File: src/rtl/regfile.sv
// 32-entry x WIDTH register file: one write port, two combinational read ports, one hard-wired zero.
// Optional write-through forwarding is enabled by defining REGFILE_BYPASS_EN.
module regfile #(
    parameter int unsigned WIDTH    = 64,
    parameter int unsigned ZERO_REG = 31
) (
    input  logic             clk,
    input  logic             reset_n,
    input  logic             RegWrite,
    input  logic [4:0]       WriteRegister,
    input  logic [WIDTH-1:0] WriteData,
    input  logic [4:0]       ReadRegister1,
    input  logic [4:0]       ReadRegister2,
    output logic [WIDTH-1:0] ReadData1,
    output logic [WIDTH-1:0] ReadData2
);

    localparam logic [4:0] ZeroIdx = 5'(ZERO_REG);

    logic [31:0]      w_wr_en;
    logic [WIDTH-1:0] w_leaf [32];
    logic [WIDTH-1:0] w_mux1;
    logic [WIDTH-1:0] w_mux2;

    // 5:32 one-hot write decode; the zero register's enable is forced off
    always_comb begin
        w_wr_en = '0;
        if (RegWrite) begin
            w_wr_en[WriteRegister] = 1'b1;
        end
        w_wr_en[ZeroIdx] = 1'b0;
    end

    for (genvar i = 0; i < 32; i++) begin : g_reg
        if (i == int'(ZERO_REG)) begin : g_zero
            assign w_leaf[i] = '0;
        end else begin : g_store
            logic [WIDTH-1:0] r_data;

            always_ff @(posedge clk or negedge reset_n) begin
                if (!reset_n) begin
                    r_data <= '0;
                end else if (w_wr_en[i]) begin
                    r_data <= WriteData;
                end
            end

            assign w_leaf[i] = r_data;
        end
    end

    // Binary 32:1 mux tree, select bit 0 resolves the leaf pairs
    function automatic logic [WIDTH-1:0] mux32(input logic [WIDTH-1:0] leaves [32],
                                               input logic [4:0]       sel);
        logic [WIDTH-1:0] node [32];
        node = leaves;
        for (int lvl = 0; lvl < 5; lvl++) begin
            for (int j = 0; j < (16 >> lvl); j++) begin
                node[j] = sel[lvl] ? node[2*j+1] : node[2*j];
            end
        end
        return node[0];
    endfunction

    always_comb begin
        w_mux1 = mux32(w_leaf, ReadRegister1);
        w_mux2 = mux32(w_leaf, ReadRegister2);
    end

`ifdef REGFILE_BYPASS_EN
    logic w_fwd1;
    logic w_fwd2;

    always_comb begin
        w_fwd1 = RegWrite && (WriteRegister != ZeroIdx) && (WriteRegister == ReadRegister1);
        w_fwd2 = RegWrite && (WriteRegister != ZeroIdx) && (WriteRegister == ReadRegister2);
        ReadData1 = '0;
        ReadData2 = '0;
        if (reset_n) begin
            ReadData1 = w_fwd1 ? WriteData : w_mux1;
            ReadData2 = w_fwd2 ? WriteData : w_mux2;
        end
    end
`else
    always_comb begin
        ReadData1 = '0;
        ReadData2 = '0;
        if (reset_n) begin
            ReadData1 = w_mux1;
            ReadData2 = w_mux2;
        end
    end
`endif

endmodule

File: config.mk
export PLATFORM = sky130hd
export DESIGN_NAME = regfile
export DESIGN_NICKNAME = d
export VERILOG_FILES = /design/src/rtl/regfile.sv
export SDC_FILE = /design/constraint.sdc
export NUM_CORES = 2
export LEC_CHECK = 0
export ABC_AREA = 0
export BUFFER_PORTS_ARGS = -buffer_cell sky130_fd_sc_hd__buf_2
export CORE_MARGIN = 2
export CORE_UTILIZATION = 56
export CTS_CLUSTER_DIAMETER = 200
export DETAILED_ROUTE_END_ITERATION = 12
export PLACE_DENSITY = 0.72
export SLEW_MARGIN = 20
export SYNTH_ARGS = -nofsm -noshare
export SYNTH_HDL_FRONTEND = slang
export SYNTH_SLANG_ARGS = --single-unit
File: constraint.sdc
create_clock -name clk -period 3.03 [get_ports clk]
set_input_delay 0.606 -clock clk [delete_from_list [all_inputs] [get_ports clk]]
set_output_delay 0.606 -clock clk [all_outputs]
set_load 0.005 [all_outputs]
; Word-level counts from Yosys, hierarchy flattened
; Index checks and enable logic that the tools add are counted.
[totals]
register_bits = 1984
inputBits = 82
word_cells = 101
[op_classes]
magnitude_cmp = 2
mux = 67
n_reduce_logical = 1
[op_table]
columns = cell, n
row1 = 64-bit two-way mux, 64
row2 = 31-bit two-way mux, 1
row3 = "5-bit by 6-bit less-than comparator with 1-bit output, second input constant", 1
row4 = 1-bit demux with 5-bit select, 1
row5 = "5-bit by 1-bit >= comparator with 1-bit output, second input constant", 1
row6 = 1-bit logical AND, 1
row7 = 1-bit two-way mux, 1

; Depth between registers and ports, before layout
[logic_depth]
depth_word = 6
mapped_depth = 10
mapped_depth_nobuf = 4

; Worst setup path before layout
; OpenSTA, ideal clock, no wires.
[synth_path]
path_kind = input to output
startpoint = in ReadRegister1[1]
endpoint = out ReadData1[47]
t_arrival_ps = 2089
required_ps = 2424
setup_slack_ps = 335
cell_stages = 7
path_cell_list = buf_2 > buf_4 > clkbuf_1 > mux2_2 > a221oi_1 > a31oi_1 > a21boi_1
[synth_via]
elab_chain_cells = 5
[synth_rtl]
columns = item, line_no
row1 = start: declaration, 12  ; input logic [4:0] ReadRegister1,
row2 = 64-bit two-way mux (3 in series), 59  ; node[j] = sel[lvl] ? node[2*j+1] : node[2*j];
row3 = 64-bit two-way mux (*), 59
row4 = 64-bit two-way mux (*), 88  ; if (reset_n) begin
row5 = end: declaration, 14  ; output logic [WIDTH-1:0] ReadData1,
; Every way passes the cells marked *; elsewhere a longest branch is shown, timed or not.

; Final worst setup path
[layout_path]
startpoint = in ReadRegister2[1]
endpoint = out ReadData2[3]
[layout_via]
elab_chain_cells = 5
[layout_rtl]
columns = item, line_no
row1 = start: declaration, 13  ; input logic [4:0] ReadRegister2,
row2 = 64-bit two-way mux (3 in series), 59
row3 = 64-bit two-way mux (*), 59
row4 = 64-bit two-way mux (*), 88
row5 = end: declaration, 15  ; output logic [WIDTH-1:0] ReadData2
; Marks and branches as above.

==> metrics.md <==
| Metric | Value |
|---|---|
| Post-Synthesis Cell Area | approximately 110000 um^2 |
| Ys async rst share | 100.0% |
| Synth Flop Type | dfrtp_1 |
| Starting Density | 56.27% |
| Setup CP Type | in -> out |
| Worst r2r dst | g_reg[5].g_store.r_data[12] |
| Mean number of vias per cell | 7.133 |
| # setup viols final | 83 |
| Crit-path max FO | 33 |
| Total CTS buffers | between 200 and 250 |
| Synth Net Count | 7440 |
| Power per standard cell area | around 630 nW/um^2 |
| Via count | ~75000 |
| Hpwl dp | roughly 220000 um |
| Worst Max-Slew Pin Slew | around 1 ns |
| Antenna violations before repair | 32 |
| RSZ-0062 raised after global routing | true |
| Outcome | finished with violations |
| Vias in the first global route | approximately 77000 |
| First-pass GRT wire length | 528700 um |
| GRT overflow | 0 |
| PortBufs | around 210 |
| Slew HR | between 30 and 40% |
| Worst Skew | 0 ns |
| Clock-pin slew on the worst setup and hold paths | roughly 0.070 ns |
| Die X | roughly 440 um |
| Sequential fraction of the synthesis area | a little under half |
| Avg Inst Size Synth | about 15 um^2 |
| Number of synthesized flops with an enable pin | 0 |
| Register-to-register setup slack | 1.98 ns |
| Regs by FF count | g.g_store.r_data: 1984 flops |
| Clock latency on the worst-skew pair | 0.87 ns |
| YS warnings | 0 |
| Worst Reg-to-Reg Cells | 3 |
| Peak Freq | 0.3135 GHz |
| Share of cells above drive strength 1 | approximately three fifths |
| Worst hold path type | in -> async |
| Final Instance Area | roughly 130000 um^2 |
| Core area | approximately 190000 um^2 |
| R2r startpoint | g_reg[5].g_store.r_data[12] |
| Rows | 160 |
| Yosys reg bits | approximately 2000 |
| Biggest register | g.g_store.r_data |
| Number of nets in the layout | around 7900 |
| Critical path startpoint category | input pin |
| CTS Buffer Depth | 3 |
| Initial DRT Pass Iterations | 6 |
| # IOs | 210 |
| Period utilization | 105.3% |
| Final WL | ~360000 um |
| Final hold slack | ~0.02 ns |
| Die area | roughly 200000 um^2 |
| Largest net degree at the start of global routing | approximately 180 |
| Clock sink count | a little under 2000 |
| Syn Inst Count | 7358 |
| Netlist cell types | 51 |
| Fin crit period | between 3 and 4 ns |
| Worst EP required | around 2.4 ns |
| CTS tree | done |
| Root Buffer | clkbuf_16 |
| Area delta synth->final | 19.85% |
| Slew Viols, Final | 0 |
| Number of nets with antenna violations after routing | 0 |
| Initial DRC count | just over 8000 |
| Final WS setup | -0.1600 ns |
| Final Hold Viols | 0 |
| GRT Total Usage | 37.16% |
| Max VDD drop | between 0.0005 and 0.0006 V |
| Max-Cap Viols | 0 |
| RD Place Congestion | 0.8806 |
| H-Tree Depth | 4 |
| Leakage | between 50 and 60 nW |
| Remaining DRCs | 0 |
| Failing checks | negative setup slack |
| DP Area | 114900 um^2 |
| Layout fillers | 12600 |
| Max reg flops | 1984 |
| Worst EP arrival | 2.58 ns |
| DR WL/cell | about 35 um |
| Die Y | between 400 and 500 um |
| Critical Path Sink Type | primary output |
repair_timing:
item,in CTS,in global routing
setup buffers,105,68
pin swaps,147,100
gates cloned,24,4
endpoints found under the hold margin,144,0
endpoints found under the setup margin,128,128
hold buffers,5,0
gates resized for setup,549,213
power breakdown:
group / total [W] / leakage [nW] / switching, W / internal [W]
clock network: 0.0268 / 3.55 / 0.0112 / 0.0156
logic: 0.0180 / 27.0 / 0.00737 / 0.0107
registers: 0.0357 / 25.3 / 0.00400 / 0.0317
total: 0.0806 / 55.9 / 0.0226 / 0.0580
cells in the final DEF, fill, tap and decap left out, drive strengths merged, types with 3 or more instances in the layout:
| cell type | n |
|---|---|
| inv | 27 |
| clkinv | 40 |
| nand2 | 159 |
| bufinv | 16 |
| nor2 | 19 |
| bufbuf | 13 |
| nor3b | 4 |
| a311oi | 15 |
| clkbuf | 320 |
| a31oi | 124 |
| mux2 | 2196 |
| a21oi | 62 |
| nor4 | 50 |
| nor2b | 70 |
| mux2i | 376 |
| o2bb2ai | 50 |
| nand3b | 69 |
| o211ai | 140 |
| o21ai | 15 |
| and3 | 3 |
| clkinvlp | 6 |
| o22ai | 101 |
| o221ai | 28 |
| diode | 19 |
| a221oi | 65 |
| dfrtp | 1984 |
| buf | 1020 |
| a211oi | 64 |
| a21boi | 62 |
| a22oi | 140 |
| mux4 | 709 |
layout make-up:
class | instances | area [um^2] | area share, %
tap | 2511 | 3142 | 2.455
sequential | 1984 | 49650 | 38.79
inverter | 16 | 67.56 | 0.05279
clock buffer | 313 | 6272 | 4.901
clock inverter | 73 | 889.6 | 0.6951
timing repair buffer | 1042 | 11540 | 9.013
multi-input combinational | 4536 | 56390 | 44.06
antenna | 19 | 47.55 | 0.03715
through the flow:
stage / util (%) / worst slack [ns] / total power (W) / setup TNS (ns) / cells
after global placement: 60.53 / -0.5261 / 0.05102 / -30.79 / 9929
final: 67.44 / -0.1600 / 0.08061 / -3.870 / 10490
after floorplan: - / 0.3345 / 0.04645 / 0 / 7358
after detailed placement: 60.54 / -0.5340 / 0.05192 / -31.27 / 9929
after CTS: 66.50 / -0.1323 / 0.07984 / -4.429 / 10410
after global routing: 67.43 / -0.1760 / 0.08351 / -8.147 / 10490
worst max path at each step:
stage                                  from            end  slack [ns]  cells past startpoint
6_report                   ReadRegister2[1]   ReadData2[3]       -0.16                      7
5_1_grt         g_reg[7].g_store.r_data[63]  ReadData1[63]       -0.18                      5
4_1_cts        g_reg[19].g_store.r_data[63]  ReadData1[63]       -0.13                      5
3_5_place_dp               ReadRegister2[0]   ReadData2[3]       -0.53                      8
3_3_place_gp               ReadRegister2[0]   ReadData2[3]       -0.53                      8
2_1_floorplan              ReadRegister1[1]  ReadData1[47]        0.33                      7
routing by layer:
metal / vias up / track usage (%) / wire length, um
li1: 29480 / - / -
met1: 39650 / 48.75 / 135200
met2: 4485 / 56.49 / 166900
met3: 1218 / 9.308 / 37030
met4: 20 / 21.54 / 24250
met5: - / 0 / 117
cell families after synthesis:
group / after synthesis / synth area share, %
buf+inv: 838 / 3.947
flops: 1984 / 46.49
compound gates: 868 / 5.845
mux: 3281 / 41.63
simple gates: 387 / 2.083
cells in the mapped netlist, types with 52 or more instances:
master | count | area (um^2)
o22ai_1 | 101 | 631.9
nand3b_1 | 66 | 495.5
a211oi_1 | 64 | 480.5
nor2b_1 | 70 | 437.9
mux2i_1 | 376 | 3764
mux2_2 | 2111 | 23770
a22oi_1 | 140 | 1051
mux2_1 | 85 | 957.2
mux4_2 | 709 | 15970
a221oi_1 | 65 | 569.3
buf_4 | 52 | 390.4
a31oi_1 | 124 | 775.7
buf_6 | 60 | 675.7
a21oi_1 | 62 | 310.3
clkbuf_1 | 374 | 1404
o211ai_1 | 140 | 1051
buf_2 | 316 | 1582
nand2_1 | 159 | 596.8
dfrtp_1 | 1984 | 49650
critical path: stages:
cell and delay [ns]:
buf_16 0.16, nand3b_1 0.22, buf_4 0.16, buf_12 0.31, o22ai_1 0.22, nor4_2 0.57, buf_2 0.23
Note: power is estimated with default switching activity, not from simulation.
